$ cat config.mk
export PLATFORM = sky130hd
export DESIGN_NAME = mult_arbiter
export DESIGN_NICKNAME = d
export VERILOG_FILES = /design/src/rtl/mult_arb_pkg.sv /design/src/rtl/tag_fifo.sv /design/src/rtl/mult_arbiter.sv
export SDC_FILE = /design/constraint.sdc
export NUM_CORES = 1
export LEC_CHECK = 0
export ABC_AREA = 0
export CELL_PAD_IN_SITES_DETAIL_PLACEMENT = 1
export CELL_PAD_IN_SITES_GLOBAL_PLACEMENT = 2
export CORE_MARGIN = 4
export CORE_UTILIZATION = 12
export CTS_CLUSTER_SIZE = 40
export DETAILED_ROUTE_END_ITERATION = 10
export GPL_TIMING_DRIVEN = 0
export PLACE_DENSITY_LB_ADDON = 0.15
export SYNTH_ARGS = -nofsm -noshare
export SYNTH_HDL_FRONTEND = slang
export SYNTH_SLANG_ARGS = --single-unit
$ cat constraint.sdc
create_clock -name clk -period 6.48 [get_ports clk]
set_clock_uncertainty 0.15 [all_clocks]
set_input_delay 1.296 -clock clk [delete_from_list [all_inputs] [get_ports clk]]
set_output_delay 1.296 -clock clk [all_outputs]
set_load 0.05 [all_outputs]
$ cat src/rtl/mult_arb_pkg.sv
// Shared types for the multiplier arbiter slice.
// Grant ids, FSM states and sticky error bit positions.
package mult_arb_pkg;

  localparam int ARB_NREQ = 2;

  typedef enum logic {
    IDLE = 1'b0,
    FEED = 1'b1
  } state_e;

  typedef logic [$clog2(ARB_NREQ)-1:0] req_id_t;

  localparam int ERR_LAST   = 0;
  localparam int ERR_ORPHAN = 1;

endpackage

$ cat src/rtl/tag_fifo.sv
// Owner-tag FIFO: one entry per granted packet pair,
// popped when the matching z packet has returned.
module tag_fifo
  import mult_arb_pkg::*;
#(
  parameter int  DEPTH = 4,
  parameter type T     = req_id_t
) (
  input  logic                   clk,
  input  logic                   arstn,
  input  logic                   push,
  input  T                       din,
  input  logic                   pop,
  output T                       head,
  output logic                   full,
  output logic                   empty,
  output logic [$clog2(DEPTH):0] count
);

  localparam int AW = $clog2(DEPTH);
  localparam int CW = AW + 1;

  T mem [DEPTH];
  logic [AW-1:0] wr_ptr;
  logic [AW-1:0] rd_ptr;
  logic do_push;
  logic do_pop;

  assign full    = count == CW'(DEPTH);
  assign empty   = count == '0;
  assign head    = mem[rd_ptr];
  assign do_push = push & ~full;
  assign do_pop  = pop & ~empty;

  always_ff @(posedge clk) begin
    if (do_push) mem[wr_ptr] <= din;
  end

  always_ff @(posedge clk or negedge arstn) begin
    if (!arstn) begin
      wr_ptr <= '0;
      rd_ptr <= '0;
      count  <= '0;
    end else begin
      if (do_push) wr_ptr <= wr_ptr + 1'b1;
      if (do_pop)  rd_ptr <= rd_ptr + 1'b1;
      case ({do_push, do_pop})
        2'b10:   count <= count + 1'b1;
        2'b01:   count <= count - 1'b1;
        default: ;
      endcase
    end
  end

endmodule

$ cat src/rtl/mult_arbiter.sv
// Round-robin packet arbiter sharing one multiplier
// between NREQ requesters, with in-order z steering.
module mult_arbiter
  import mult_arb_pkg::*;
#(
  parameter int N    = 16,
  parameter int QW   = 64,
  parameter int UW   = 1,
  parameter int NREQ = 2,
  parameter int TAGD = 4
) (
  input  logic                       clk,
  input  logic                       arstn,
  input  logic [NREQ-1:0][QW-1:0]    req_p_tdata,
  input  logic [NREQ-1:0]            req_p_tvalid,
  input  logic [NREQ-1:0]            req_p_tlast,
  output logic [NREQ-1:0]            req_p_tready,
  input  logic [NREQ-1:0][UW-1:0]    req_u_tdata,
  input  logic [NREQ-1:0]            req_u_tvalid,
  input  logic [NREQ-1:0]            req_u_tlast,
  output logic [NREQ-1:0]            req_u_tready,
  output logic [QW-1:0]              m_p_tdata,
  output logic                       m_p_tvalid,
  output logic                       m_p_tlast,
  input  logic                       m_p_tready,
  output logic [UW-1:0]              m_u_tdata,
  output logic                       m_u_tvalid,
  output logic                       m_u_tlast,
  input  logic                       m_u_tready,
  input  logic [QW-1:0]              s_z_tdata,
  input  logic                       s_z_tvalid,
  input  logic                       s_z_tlast,
  output logic                       s_z_tready,
  output logic [QW-1:0]              req_z_tdata,
  output logic [NREQ-1:0]            req_z_tvalid,
  output logic [NREQ-1:0]            req_z_tlast,
  input  logic [NREQ-1:0]            req_z_tready,
  output logic [$clog2(TAGD):0]      outstanding,
  output logic [1:0]                 err
);

  localparam int IW = $clog2(NREQ);
  localparam int CW = $clog2(N);

  typedef logic [IW-1:0] id_t;

  state_e        state;
  id_t           rr_ptr;
  id_t           gnt;
  id_t           cand;
  id_t           idx;
  id_t           head;
  logic          found;
  logic [CW-1:0] p_cnt;
  logic [CW-1:0] u_cnt;
  logic          p_done;
  logic          u_done;
  logic          full;
  logic          empty;
  logic          push;
  logic          pop;
  logic          feed;
  logic          p_hs;
  logic          u_hs;
  logic          p_end;
  logic          u_end;
  logic          p_last;
  logic          u_last;
  logic          leave;
  int            j;

  // First requester with p valid, scanning up from rr_ptr.
  always_comb begin
    found = 1'b0;
    cand  = '0;
    idx   = '0;
    j     = 0;
    for (int k = 0; k < NREQ; k++) begin
      j   = (int'(rr_ptr) + k) % NREQ;
      idx = id_t'(j);
      if (!found && req_p_tvalid[idx] && !full) begin
        found = 1'b1;
        cand  = idx;
      end
    end
  end

  assign feed = state == FEED;
  assign push = (state == IDLE) & found;

  assign p_last     = p_cnt == CW'(N - 1);
  assign m_p_tdata  = req_p_tdata[gnt];
  assign m_p_tvalid = feed & req_p_tvalid[gnt] & ~p_done;
  assign m_p_tlast  = feed & ~p_done & p_last;
  assign p_hs       = m_p_tvalid & m_p_tready;
  assign p_end      = p_hs & p_last;

  assign u_last     = u_cnt == CW'(N - 1);
  assign m_u_tdata  = req_u_tdata[gnt];
  assign m_u_tvalid = feed & req_u_tvalid[gnt] & ~u_done;
  assign m_u_tlast  = feed & ~u_done & u_last;
  assign u_hs       = m_u_tvalid & m_u_tready;
  assign u_end      = u_hs & u_last;

  assign leave = feed & (p_done | p_end)
               & (u_done | u_end);

  always_comb begin
    req_p_tready = '0;
    req_u_tready = '0;
    req_p_tready[gnt] = feed & m_p_tready & ~p_done;
    req_u_tready[gnt] = feed & m_u_tready & ~u_done;
  end

  always_comb begin
    req_z_tvalid = '0;
    req_z_tlast  = '0;
    if (!empty) begin
      req_z_tvalid[head] = s_z_tvalid;
      req_z_tlast[head]  = s_z_tlast;
    end
  end

  assign req_z_tdata = s_z_tdata;
  assign s_z_tready  = ~empty & req_z_tready[head];
  assign pop         = s_z_tvalid & s_z_tready & s_z_tlast;

  tag_fifo #(
    .DEPTH (TAGD),
    .T     (id_t)
  ) u_tags (
    .clk   (clk),
    .arstn (arstn),
    .push  (push),
    .din   (cand),
    .pop   (pop),
    .head  (head),
    .full  (full),
    .empty (empty),
    .count (outstanding)
  );

  always_ff @(posedge clk or negedge arstn) begin
    if (!arstn) begin
      state  <= IDLE;
      rr_ptr <= '0;
      gnt    <= '0;
      p_cnt  <= '0;
      u_cnt  <= '0;
      p_done <= 1'b0;
      u_done <= 1'b0;
      err    <= '0;
    end else begin
      if (s_z_tvalid & empty)
        err[ERR_ORPHAN] <= 1'b1;
      // Count, not the requester's tlast, ends a packet.
      if (p_hs & (req_p_tlast[gnt] != p_last))
        err[ERR_LAST] <= 1'b1;
      if (u_hs & (req_u_tlast[gnt] != u_last))
        err[ERR_LAST] <= 1'b1;
      unique case (state)
        IDLE: begin
          if (found) begin
            gnt    <= cand;
            rr_ptr <= (cand == id_t'(NREQ - 1))
                    ? '0 : cand + 1'b1;
            state  <= FEED;
          end
        end
        FEED: begin
          if (leave) begin
            state  <= IDLE;
            p_cnt  <= '0;
            u_cnt  <= '0;
            p_done <= 1'b0;
            u_done <= 1'b0;
          end else begin
            if (p_end)     p_done <= 1'b1;
            else if (p_hs) p_cnt  <= p_cnt + 1'b1;
            if (u_end)     u_done <= 1'b1;
            else if (u_hs) u_cnt  <= u_cnt + 1'b1;
          end
        end
      endcase
    end
  end

endmodule

== Yosys cells after proc, flatten, opt, wreduce, memory -nomap -nowiden ==
Memory sizes are Yosys's and may differ from the RTL's.
Cells that the tools add are included.
Operators by class
  $add $sub $neg: 8
  $mul: 0
  divide/modulo/power cells: 0
  magnitude comparators: 6
  equality and inequality tests: 9
  shift-type cells: 0
  multiplexer cells: 47
  bitwise logic cells: 38
  reduce and logical (&&, ||, !) cells: 19
Operators by type and width (count)
  2-to-1 mux 64 bit: 2
  2-to-1 mux 1 bit: 33
  AND 1 bit: 27
  2-to-1 mux 4 bit: 6
  nonzero test 2 bit: 6
  adder 4 x 1 -> 4 bit (second input constant): 2
  AND 2 bit: 4
  == test 4 bit (second input constant): 2
  less-than comparator 1 x 2 -> 1 bit (second input constant): 4
  one-hot mux 3 bit (2 select lines): 1
  AND reduction 2 bit: 3
  AND reduction 3 bit: 2
  logical AND 1 bit: 5
  inverter 1 bit: 5
  adder 2 x 1 -> 2 bit (second input constant): 2
  2-to-1 mux 2 bit: 2
  != test 2 x 1 -> 1 bit (second input constant): 2
  adder 3 x 1 -> 3 bit (second input constant): 1
  == test 3 bit (second input constant): 1
  logical NOT 3 bit: 1
  subtractor 3 x 1 -> 3 bit (second input constant): 1
  adder 1 bit (second input constant): 2
  demux 1 bit (select 1 bit): 2
  == test 2 x 1 -> 1 bit (second input constant): 1
  6 further kinds: 10
Storage, ports and cells
  register bits: 22
  latch bits: 0
  memory bits (writable): 4
  memory bits (read-only): 0
  input bits: 210
  output and inout bits: 147
  logic and storage cells: 140
  memories kept: 1
Memories
  u_tags.mem: depth 4, width 1, rd ports 1, clocked after memory_dff 0, wr ports 1, RTL line tag_fifo.sv:23  | T mem [DEPTH];

== Depth between registers and ports, before layout ==
  word-level depth: 12
  gate-level depth with buffers: 9
  gate-level depth less buffers: 9

== By module ==
Synthesis repeated with hierarchy kept, for this count alone.
Unflattened totals
  cell total of the unflattened synthesis: 274
  area total of the unflattened synthesis: 2752.6 µm²
Modules (own cells, without submodules)
  mult_arbiter: instances 1, cells an instance 232, area each 2169.6 µm², sequential area each 375.4 µm²
  tag_fifo: instances 1, cells an instance 42, area each 583.1 µm², sequential area each 295.3 µm²

== Worst setup path after synthesis ==
No wires, ideal clock.
  path type: in2out
  start: in m_p_tready
  end: out req_p_tready[0]
  data arrival time: 2.144 ns
  data required time: 5.034 ns
  path slack: 2.890 ns
  cell stages on the path: 2
  buffers on the path: 0
  path through: nand3b_1 > nor2_1
Between the ends
  cells in the longest elaborated chain, start to end: 3
Ends and longest elaborated chain
  start: declaration: RTL line mult_arbiter.sv:25  | input logic m_p_tready,
  AND 1 bit (2 in a row): RTL line mult_arbiter.sv:111  | req_p_tready[gnt] = feed & m_p_tready & ~p_done;
  AND 2 bit (no source line)
  end: declaration: RTL line mult_arbiter.sv:17  | output logic [NREQ-1:0] req_p_tready,
Every way passes these cells.

== Final worst setup path ==
  start: in m_u_tready
  end: out req_u_tready[0]
Between the ends
  cells in the longest elaborated chain, start to end: 3
Ends and longest elaborated chain
  start: declaration: RTL line mult_arbiter.sv:29  | input logic m_u_tready,
  AND 1 bit (2 in a row): RTL line mult_arbiter.sv:112  | req_u_tready[gnt] = feed & m_u_tready & ~u_done;
  AND 2 bit (no source line)
  end: declaration: RTL line mult_arbiter.sv:21  | output logic [NREQ-1:0] req_u_tready,
Every way passes these cells.

==> impl_metrics.toml <==
[power]
total_leakage_power_nw = 2.41
power_mw = 2.14
peakVddDrop_v = 0.000124
power.density_mw_per_mm2 = 352

[floorplan]
row_count = 54
ios = 357
dieHeight_um = 158
coreArea_mm2 = 0.0220
die-area_mm2 = 0.0250
die_w_um = 158
start_util_pct = 12.3

[global_route]
overflow = 0
grt_pass1_wl_um = 19600
grt_use_total_pct = 10.1
antenna_found_initial = 0
grt_max_degree = 23
grt_pass1_vias = 3535

[routing]
highest_layer = "met4"
wl_per_cell_um = 16.3
drc = 0
vias = 3128
wl_um = 14000
first_iter_violations = 52
detail_route.vias_per_cell = 3.65
dr_wl_met3_um = 1640
detail_route.first_pass.iterations = 4
wl_met2_um = 7800
drt-met1-wl_um = 4480
drtAntennaViolNets = 0

[critical_path]
cp-start-kind = "input pin"
cp_data_arrival_time_ns = 3.08
path_class = "in -> out"
crit_chain = "clkdlybuf4s50_1, nand3b_1, nor2_1, clkdlybuf4s50_1"
critical-path-max-stage-delay_ns = 0.86
cp_top_family = "buffers and inverters"
critical_path_required_ns = 5.03
critPathSlowestCell = "clkdlybuf4s50_1"
cp_max_fo = 6
end_kind = "output port"
crit_top_cell = "clkdlybuf4s50_1"
path_buf_inv = 2

[cells_and_area]
final_nets = 796
nFillCells = 2525
antenna_cells = 0
area_delta_synth_final_pct = 125
drive_gt1_share_pct = 24.8
register_area_um2 = 671
multi_input_area_mm2 = 0.00148

[timing]
min_period_ns = 4.52
relSlewSlack_pct = 26.9
tightest_slew_ns = 1.09
hold_viol = 0
maxSlewViolCount = 0
setup_viol = 0
timing.setup.tns_ns = 0
whs_ns = 0.313
rsz0062_at_grt = "false"
period_share_pct = 69.8
fmax_mhz = 221

[synth]
synth_edf_count = 4
syn-instance-count = 281
avgSynthCellArea_um2 = 9.63
syn_area_mm2 = 0.00271
async_reset_ff_share_pct = 84.6
syn-num-nets = 499
synth_seq_cells = 26
synthFlopType = "dfrtp_1"
synth.distinct_cells = 38
seq_area_frac_synth_pct = 24.8
yosysWarnings = 0

[min_path]
hp-class = "reg -> reg"

[placement]
dp_hpwl_um = 12600
gp_congestion = 0.747
io_buffers = 292

[clock_tree]
clk_pin_slew_ns = 0.07
hold_buffers = 0
worstSkewPairLatency_ns = 0.26
cts.sinks = 26
htreeDepth = 1
cts-root-buf = "clkbuf_16"
cts_resized = 0
cts_buffer_depth = 2
cts_setup_buffers = 0
cts-buffers-inserted = 3
cts_tree = "built"

[job]
drv_cap = 0

[outcome]
run_status = "finished clean"
==> routing by layer <==
metal  track usage, %  vias up
li1                 -     1487
met1             9.77     1459
met2             19.9      177
met3             4.65        5
met4             1.10        0
met5                0        -
==> power breakdown <==
part / internal (mW) / switching [mW] / total (mW)
clock: 0.123 / 0.0572 / 0.180
sequential: 0.233 / 0.0671 / 0.300
combinational: 0.649 / 1.01 / 1.66
==> path summary, 6_finish.rpt <==
check	start	to	slack [ns]	depth (start not counted)
worst max-delay path	m_u_tready	req_u_tready[0]	1.96	4
worst min-delay path	err[1]	err[1]	0.31	1
worst max register to register	u_tags.rd_ptr[0]	u_tags.count[2]	3.73	9
worst min register to register	err[1]	err[1]	0.31	1
max in group asynchronous	arstn	u_cnt[2]	4.05	1
min in group asynchronous	arstn	err[1]	1.47	1
==> registers in the layout, summed over array words and instances, names as in the netlist <==
name	cells
p_cnt	4
u_cnt	4
u_tags.mem	4
u_tags.count	3
err	2
u_tags.rd_ptr	2
u_tags.wr_ptr	2
feed	1
gnt	1
p_done	1
rr_ptr	1
u_done	1
==> layout make-up <==
type / count / area share (%)
tap: 280 / 5.76
inverter: 10 / 0.617
clock buffer: 3 / 1.23
sequential: 26 / 11.0
buffer: 73 / 8.56
timing repair buffer: 292 / 48.0
clock inverter: 1 / 0.494
multi-input combinational: 172 / 24.3
==> cell families (layout without fill, tap and decap cells) <==
| kind of cell | count (synthesis) | count (layout) | synth area share [%] |
|---|---|---|---|
| buffers and inverters | 83 | 379 | 20.6 |
| muxes | 74 | 74 | 31.0 |
| and+or+nand+nor | 63 | 63 | 12.0 |
| DFF | 26 | 26 | 24.8 |
| AOI/OAI and AO/OA | 14 | 14 | 3.42 |
| xor gates and xnor gates | 13 | 13 | 4.21 |
| adders and majority gates | 8 | 8 | 3.98 |
==> cells in the final DEF (no fill, tap or decap), drive strengths merged, types with 6 or more instances in the layout <==
master / count
buf: 69
clkbuf: 7
clkdlybuf4s50: 292
dfrtp: 22
ha: 7
inv: 10
mux2: 65
mux2i: 8
nand2: 6
nor2: 25
nor3: 6
o21ai: 6
xnor2: 10
==> Yosys cell counts, types with 2 or more instances <==
library cell | count | share of area (%)
a21o_1 | 2 | 0.55
nand2b_1 | 4 | 0.92
dfrtp_1 | 22 | 20
buf_2 | 2 | 0.37
buf_1 | 2 | 0.28
edfxtp_1 | 4 | 4.4
nand3_1 | 4 | 0.74
xor2_1 | 3 | 0.97
and3_1 | 2 | 0.46
nand3b_1 | 2 | 0.55
nor3_1 | 5 | 0.92
buf_4 | 65 | 18
mux2i_1 | 7 | 2.6
and3_2 | 2 | 0.55
inv_1 | 10 | 1.4
and2_1 | 4 | 0.92
nor4_1 | 3 | 0.69
nor2_1 | 25 | 3.5
mux2_2 | 65 | 27
o31ai_1 | 2 | 0.55
ha_1 | 7 | 3.2
xnor2_1 | 10 | 3.2
o21ai_0 | 6 | 1.1
nand2_1 | 6 | 0.83
clkbuf_1 | 4 | 0.55
==> per-stage QoR <==
stage / std cells / instance area (µm²) / util (%) / setup slack [ns]
6_report: 857 / 6080 / 27.6 / 1.96
5_1_grt: 857 / 6080 / 27.6 / 1.80
4_1_cts: 857 / 6080 / 27.6 / 1.88
3_5_place_dp: 853 / 5980 / 27.1 / 1.89
3_3_place_gp: 853 / 5980 / 27.1 / 1.91
2_1_floorplan: 281 / 2710 / - / 2.89
==> worst register-to-register path, stage by stage (launching register included) <==
cell and delay (ns):
dfrtp_1 0.41, mux4_2 0.58, mux2i_1 0.19, nor3b_2 0.27
ha_1 0.22, inv_1 0.06, fa_1 0.37, xor2_1 0.15
nor2_1 0.13, xor2_1 0.15
(Power assumes the default switching activity.)
